==> src/rtl/div16_8_seq.sv <==
// rtl/div16_8_seq.sv - sequential unsigned 16/8 restoring divider, one quotient bit per clock
// Macro DIV_APPROX_EN: compute only the 12 quotient MSBs; Q low nibble and R read as 0.
module div16_8_seq (
  input  logic        clk,
  input  logic        rst_n,
  input  logic        in_valid,
  output logic        in_ready,
  input  logic [15:0] A,
  input  logic [7:0]  B,
  output logic        out_valid,
  input  logic        out_ready,
  output logic [15:0] Q,
  output logic [7:0]  R,
  output logic        DZ
);

`ifdef DIV_APPROX_EN
  localparam logic [4:0] N_ITER = 5'd12;
`else
  localparam logic [4:0] N_ITER = 5'd16;
`endif

  typedef enum logic [1:0] {
    S_IDLE = 2'd0,
    S_RUN  = 2'd1,
    S_DONE = 2'd2
  } state_t;

  state_t      state_q, state_d;
  logic [15:0] dq_q, dq_d;
  logic [7:0]  div_q, div_d;
  logic [7:0]  p_q, p_d;
  logic [4:0]  cnt_q, cnt_d;
  logic        dzp_q, dzp_d;
  logic [15:0] q_q, q_d;
  logic [7:0]  r_q, r_d;
  logic        dz_q, dz_d;
  logic [8:0]  p_shift, p_diff;
  logic        q_bit;

  assign in_ready  = (state_q == S_IDLE);
  assign out_valid = (state_q == S_DONE);
  assign Q         = q_q;
  assign R         = r_q;
  assign DZ        = dz_q;

  // P stays below B between iterations, so its 9th bit is always 0 and is not stored.
  // P' < 2B, so P' - B fits 9-bit two's complement and its sign bit is the borrow.
  assign p_shift = {p_q, dq_q[15]};
  assign p_diff  = p_shift - {1'b0, div_q};
  assign q_bit   = ~p_diff[8];

  always_comb begin
    state_d = state_q;
    dq_d    = dq_q;
    div_d   = div_q;
    p_d     = p_q;
    cnt_d   = cnt_q;
    dzp_d   = dzp_q;
    q_d     = q_q;
    r_d     = r_q;
    dz_d    = dz_q;
    case (state_q)
      S_IDLE: begin
        if (in_valid) begin
          state_d = S_RUN;
          dq_d    = A;
          div_d   = B;
          p_d     = 8'd0;
          cnt_d   = N_ITER;
          dzp_d   = (B == 8'd0);
        end
      end
      S_RUN: begin
        if (dzp_q) begin
          // Divide-by-zero spends one cycle here so out_valid rises one edge after acceptance.
          state_d = S_DONE;
          dzp_d   = 1'b0;
          q_d     = 16'hFFFF;
          r_d     = dq_q[7:0];
          dz_d    = 1'b1;
        end else begin
          // Dividend bits shift out the top while quotient bits shift in at the bottom.
          dq_d  = {dq_q[14:0], q_bit};
          p_d   = q_bit ? p_diff[7:0] : p_shift[7:0];
          cnt_d = cnt_q - 5'd1;
          if (cnt_q == 5'd1) begin
            state_d = S_DONE;
            dz_d    = 1'b0;
`ifdef DIV_APPROX_EN
            q_d     = {dq_d[11:0], 4'b0000};
            r_d     = 8'd0;
`else
            q_d     = dq_d;
            r_d     = p_d;
`endif
          end
        end
      end
      S_DONE: begin
        if (out_ready) state_d = S_IDLE;
      end
      default: state_d = S_IDLE;
    endcase
  end

  always_ff @(posedge clk or negedge rst_n) begin
    if (!rst_n) begin
      state_q <= S_IDLE;
      dq_q    <= 16'd0;
      div_q   <= 8'd0;
      p_q     <= 8'd0;
      cnt_q   <= 5'd0;
      dzp_q   <= 1'b0;
      q_q     <= 16'd0;
      r_q     <= 8'd0;
      dz_q    <= 1'b0;
    end else begin
      state_q <= state_d;
      dq_q    <= dq_d;
      div_q   <= div_d;
      p_q     <= p_d;
      cnt_q   <= cnt_d;
      dzp_q   <= dzp_d;
      q_q     <= q_d;
      r_q     <= r_d;
      dz_q    <= dz_d;
    end
  end

endmodule

==> config.mk <==
export PLATFORM = sky130hd
export DESIGN_NAME = div16_8_seq
export DESIGN_NICKNAME = d
export VERILOG_FILES = /design/src/rtl/div16_8_seq.sv
export SDC_FILE = /design/constraint.sdc
export NUM_CORES = 1
export LEC_CHECK = 0
export CAP_MARGIN = 15
export CORE_MARGIN = 2
export CORE_UTILIZATION = 35
export DETAILED_ROUTE_END_ITERATION = 16
export DONT_BUFFER_PORTS = 1
export PLACE_DENSITY_LB_ADDON = 0.25
export RECOVER_POWER = 50
export SLEW_MARGIN = 20
export SYNTH_ARGS = -nofsm -noshare
export SYNTH_HDL_FRONTEND = slang
export SYNTH_SLANG_ARGS = --single-unit
==> constraint.sdc <==
create_clock -name clk -period 3.3 [get_ports clk]
set_input_delay 0.33 -clock clk [delete_from_list [all_inputs] [get_ports clk]]
set_output_delay 0.33 -clock clk [all_outputs]
set_load 0.05 [all_outputs]
==> results of run 1 <==
[worst max-delay path: stages, from the launching register on]
cell      delay (ps)
dfrtp_1          360
inv_1             90
ha_1             170
inv_1             50
fa_1             410
a211oi_2         290
o211a_1          200
a221o_1          510
mux2_2           410
o21ai_0          140
[worst max-delay path by stage]
stage | slack, ps | start | end
final | 590 | dq_q[15] | p_q[0]
after floorplan | 880 | dq_q[15] | R[5]
after CTS | 590 | dq_q[15] | p_q[0]
after detailed placement | 600 | dq_q[15] | p_q[0]
after global routing | 380 | dq_q[15] | p_q[0]
after global placement | 670 | dq_q[15] | p_q[0]
[report_power, final]
part           switching, mW  internal [mW]
logic                   1.11          0.854
registers              0.768           1.16
clock network          0.325          0.316
[layout make-up]
| type | count | area [um2] |
|---|---|---|
| inverter | 14 | 52.55 |
| clock buffer | 11 | 151.4 |
| sequential | 65 | 1627 |
| fill | 858 | 5251 |
| tap | 108 | 135.1 |
| multi-input combinational | 230 | 1431 |
| clock inverter | 5 | 40.04 |
| timing repair buffer | 10 | 75.07 |
[per-stage QoR]
| stage | instance area (um2) | instances | hold WS [ps] |
|---|---|---|---|
| floorplan | 3189 | 328 | 34.41 |
| global placement | 3306 | 425 | 37.80 |
| detailed placement | 3306 | 425 | 37.33 |
| CTS | 3535 | 443 | 94.46 |
| global route | 3512 | 443 | 99.14 |
| finish | 3512 | 443 | 104.2 |
[synthesized netlist by cell type, types with 4 or more instances]
cell	number
a21oi_1	16
a22oi_1	12
clkbuf_1	18
dfrtp_1	65
ha_1	10
inv_1	14
mux2i_1	6
nand2_1	62
nor2_1	14
nor2b_1	4
o21ai_0	29
o22a_1	18
o22ai_1	12
xor2_1	5
[cells by family (layout without fill, tap and decap cells)]
group	Yosys count	in the layout	synth area share, %
AND/OR/NAND/NOR	97	97	13.30
adder cells (fa/ha/maj)	11	11	4.551
multiplexers	7	7	2.236
XOR/XNOR	8	8	2.197
AO/OA/AOI/OAI	107	107	22.60
flip-flops	65	65	51.00
buffers and inverters	33	40	4.119
[layer usage]
metal / share of wire [%] / global-route usage [%] / wire (um)
met1: 46 / 21.72 / 3615
met2: 46 / 26.09 / 3672
met3: 6.9 / 5.833 / 545
met4: 1.0 / 5.690 / 79
met5: 0 / 0 / 0
[flip-flops by register name, summed over array words and instances (netlist names)]
| register | flops |
|---|---|
| cnt_q | 5 |
| Q | 16 |
| R | 8 |
| DZ | 1 |
| div_q | 8 |
| p_q | 8 |
| dzp_q | 1 |
| state_q | 2 |
| dq_q | 16 |
[repair_timing]
item,CTS,global route
hold endpoints to repair,65,0
hold buffers,2,0
setup endpoints to repair,0,0
resized for setup,0,0
==> results.yml, run 1 <==
yosys:
  yosys.area.top_type_share_pct: 51.00
  mappedNetlistNets: 367
  synthesis.area_um2: 3189
  yosys_warnings: 0
  synth-main-ff-cell: "dfrtp_1"
  synth_edf_count: 0
  seq_area_frac_synth_pct: 51.00
  avgSynthCellArea_um2: 9.724
  synth_seq_cells: 65
  ys_top_cells_by_area: "dfrtp_1 51%, nand2_1 7.3%, o22a_1 4.9%"
  async_flop_share_pct: 100.0
  yosys.area.top_type: "dfrtp_1"
  synth_cells: 328
  synth.distinct_cells: 42
floorplan:
  ios: 55
  initial_core_util_pct: 36.39
  rows: 34
  core_um2: 8763
  dieArea_um2: 9892
  die_w_um: 99.46
  die_h_um: 99.46
setup_path:
  worstPathArrival_ps: 2970
  crit_fanout: 14
  crit_required_ps: 3560
  crit_path_start_kind: "register"
  worst-r2r-setup-slack_ps: 590
  critical_path_class: "register to register"
  critPathCaptureType: "register"
  reg2regPathDepth: 9
  reg2reg_from: "dq_q[15]"
  r2r_end: "p_q[0]"
sta:
  slew_viol_final: 66
  worstMarginPinSlew_ps: 1649
  max_slew_margin_pct: -9.910
  setup_ws_ps: 592.0
  fmax_mhz: 369.3
  fin_crit_sh_pct: 82.06
  tns_ps: 0
  setup_viol: 0
  layout_min_cycle_time_ps: 2708
  fin_worst_skew_ps: 11.75
  rsz0062_at_grt: "no"
  finalHoldViolCount: 0
min_path:
  hp-class: "input pin to register"
  holdPathEnd: "state_q[1]"
  min_path_cells: 1
  hp-start: "out_ready"
finish:
  final_cell_mix: "65 x dfrtp_1, 62 x nand2_1, 29 x o21ai_0"
  drive_above_1_share_pct: 9.254
  syn_to_final_growth_pct: 10.12
  utilization_pct: 40.08
  n_antenna_cell: 0
  nNetsFinal: 369
  layout_commonest_cell: "dfrtp_1"
cts:
  clk_pin_slew_worst_paths_ps: 80
  cts-buffers-inserted: 9
  clock_sinks: 65
  cts_setup_buffers: 0
  insertion_delay_ps: 340
  clock_path_buffers: 2
  cts_root_buffer: "clkbuf_8"
  cts_max_level: 3
  cts_tree: "yes"
drt:
  ant_nets: 0
  vias: 2417
  viasPerCell: 5.456
  drt-wirelength-per-cell_um: 17.86
  drt_wl_total_um: 7912
  drt_iter0_markers: 176
  drc: 0
  dr.pass1.iters: 4
run:
  cap_viol_max_count: 1
placement:
  dpl.hpwl_um: 5598
  gp_congestion: 0.7963
  port-buffer-count: 0
  dp_slack_ps: 603.5
global_routing:
  grt_usage_pct: 16.70
  grt_max_degree: 66
  grt_overflow: 0
  antenna_found_initial: 0
  grt_pass1_vias: 2490
  grt_pass1_wl_um: 12830
status:
  outcome: "finished, violations left"
  violations: "max-capacitance violations, max-slew violations"
pwr:
  ir_drop_uv: 512.0
  power.total_mw: 4.538
  power_leakage_nw: 1.605
  pwr_density_cell_nw_per_um2: 1292
Power figures use the tool's default switching activity.
==> inputs of run 2 (changes only) <==
Settings changed: ABC_AREA set to 1.
Clock period 3.3 ns to 2.4 ns, I/O delays scaled along.
==> results.yml, run 2 <==
setup_path:
  reg2reg_from: "dq_q[15]"
  crit_fanout: 7
  crit_required_ps: 2640
  critPathCaptureType: "register"
  critical_path_class: "register to register"
  reg2regPathDepth: 14
  worstPathArrival_ps: 2280
  worst-r2r-setup-slack_ps: 360
  r2r_end: "R[7]"
  crit_path_start_kind: "register"
global_routing:
  grt_usage_pct: 15.97
  grt_overflow: 0
  grt_max_degree: 66
  grt_pass1_wl_um: 12690
  met3_usage_pct: 5.107
  top_usage_layer: "met2"
  grt_pass1_vias: 2674
  use_met1_pct: 20.10
  antenna_found_initial: 0
  grt_use_met2_pct: 25.40
yosys:
  synth-main-ff-cell: "dfrtp_1"
  yosys.area.top_type_share_pct: 48.69
  yosys_warnings: 0
  synth_seq_cells: 65
  yosys.area.top_type: "dfrtp_1"
  synth.distinct_cells: 35
  avgSynthCellArea_um2: 8.089
  seq_area_frac_synth_pct: 48.69
  synth_cells: 413
  ys_top_cells_by_area: "dfrtp_1 49%, nand2_1 15%, inv_1 4.8%"
  synthTopCellsByCount: "130 x nand2_1, 65 x dfrtp_1, 43 x inv_1"
  synth.most_common_cell: "nand2_1"
  async_flop_share_pct: 100.0
  mappedNetlistNets: 452
  synth_edf_count: 0
  synthesis.area_um2: 3341
finish:
  num-fill-cells: 955
  layout_commonest_cell: "nand2_1"
  final_cell_mix: "130 x nand2_1, 65 x dfrtp_1, 43 x inv_1"
  n_antenna_cell: 0
  drive_above_1_share_pct: 9.882
  multi_input_area_um2: 1440
  nNetsFinal: 459
  syn_to_final_growth_pct: 10.79
  ff_latch_area_um2: 1627
cts:
  clock_sinks: 65
  cts_max_level: 3
  cts-buffers-inserted: 9
  cts-resized-gates: 0
  cts_setup_buffers: 0
  clock_path_buffers: 2
  clk_pin_slew_worst_paths_ps: 70
  insertion_delay_ps: 340
  hold_buffers: 4
  cts_root_buffer: "clkbuf_8"
  cts_tree: "yes"
sta:
  tns_ps: 0
  setup_viol: 0
  layout_min_cycle_time_ps: 2043
  fin_worst_skew_ps: 5.230
  rsz0062_at_grt: "no"
  fmax_mhz: 489.5
  slew_viol_final: 66
  max_slew_margin_pct: -6.522
  worstMarginPinSlew_ps: 1598
  fin_crit_sh_pct: 85.12
  finalHoldViolCount: 0
min_path:
  hp-start: "B[3]"
  holdPathEnd: "div_q[3]"
  min_path_cells: 2
  hp-class: "input pin to register"
drt:
  drt-wirelength-per-cell_um: 13.94
  vias: 2649
  dr.pass1.iters: 5
  ant_nets: 0
  drc: 0
  viasPerCell: 4.782
  drt_iter0_markers: 106
  drt_wl_total_um: 7725
floorplan:
  dieArea_um2: 10340
  die_w_um: 101.7
  initial_core_util_pct: 36.15
  core_um2: 9240
  ios: 55
  die_h_um: 101.7
  rows: 35
status:
  outcome: "finished, violations left"
  violations: "max-capacitance violations, max-slew violations"
run:
  cap_viol_max_count: 1
placement:
  port-buffer-count: 0
  dpl.hpwl_um: 5518
  gp_congestion: 0.8761
run 2: worst max-delay path by stage:
stage                  start     end  slack (ps)  depth (start not counted)
floorplan           dq_q[15]    R[7]         540                         14
global placement    dq_q[15]    R[7]         420                         14
detailed placement  dq_q[15]    R[7]         370                         14
CTS                 dq_q[15]    R[7]         360                         14
global route        dq_q[15]  p_q[7]         100                         14
finish              dq_q[15]    R[7]         360                         14
run 2: cell type report:
| class | instances | share of cell area (%) |
|---|---|---|
| clock inverters | 6 | 2.231 |
| repair buffers | 11 | 2.366 |
| flip-flops and latches | 65 | 43.95 |
| inverters | 46 | 4.733 |
| well taps | 129 | 4.361 |
| multi-input cells | 287 | 38.91 |
| clock buffers | 10 | 3.448 |
run 2: cells by family after synthesis:
logic type	count (synthesis)	synth area share [%]
AO/OA/AOI/OAI	71	12.21
adder cells (fa/ha/maj)	11	4.345
buffers and inverters	61	8.202
flip-flops	65	48.69
XOR/XNOR	3	0.7867
AND/OR/NAND/NOR	202	25.77
run 2: through the flow:
stage / worst slack [ps] / hold WS [ps] / utilization (%) / instances / instance area (um2)
final: 357.2 / 18.59 / 40.05 / 554 / 3701
after global routing: 104.3 / 19.59 / 40.05 / 554 / 3701
after CTS: 361.6 / 3.067 / 40.30 / 554 / 3724
after detailed placement: 370.2 / -51.19 / 37.40 / 534 / 3456
after global placement: 416.2 / -51.12 / 37.40 / 534 / 3456
after floorplan: 541.3 / -55.59 / - / 413 / 3341
run 2: layer usage:
layer / routed length [um] / up-vias
met5: 0 / -
met4: 124 / 0
met3: 452 / 11
met2: 3768 / 64
met1: 3381 / 1228
li1: - / 1346
run 2: worst max-delay path, cell delays in order, from the launching register on:
cell	delay (ps)
dfrtp_1	390
inv_1	60
ha_1	130
inv_1	60
fa_1	400
nand2_1	90
nand2_2	80
nand3_2	110
nand2_2	70
nand2_2	130
nand2_4	90
nand2_1	90
nand3_1	80
nand2_1	90
nand2_1	50
Power of run 2 is left out: the tool's default activity adds up to more than one toggle a clock period on the data nets, which glitch-free logic cannot reach.
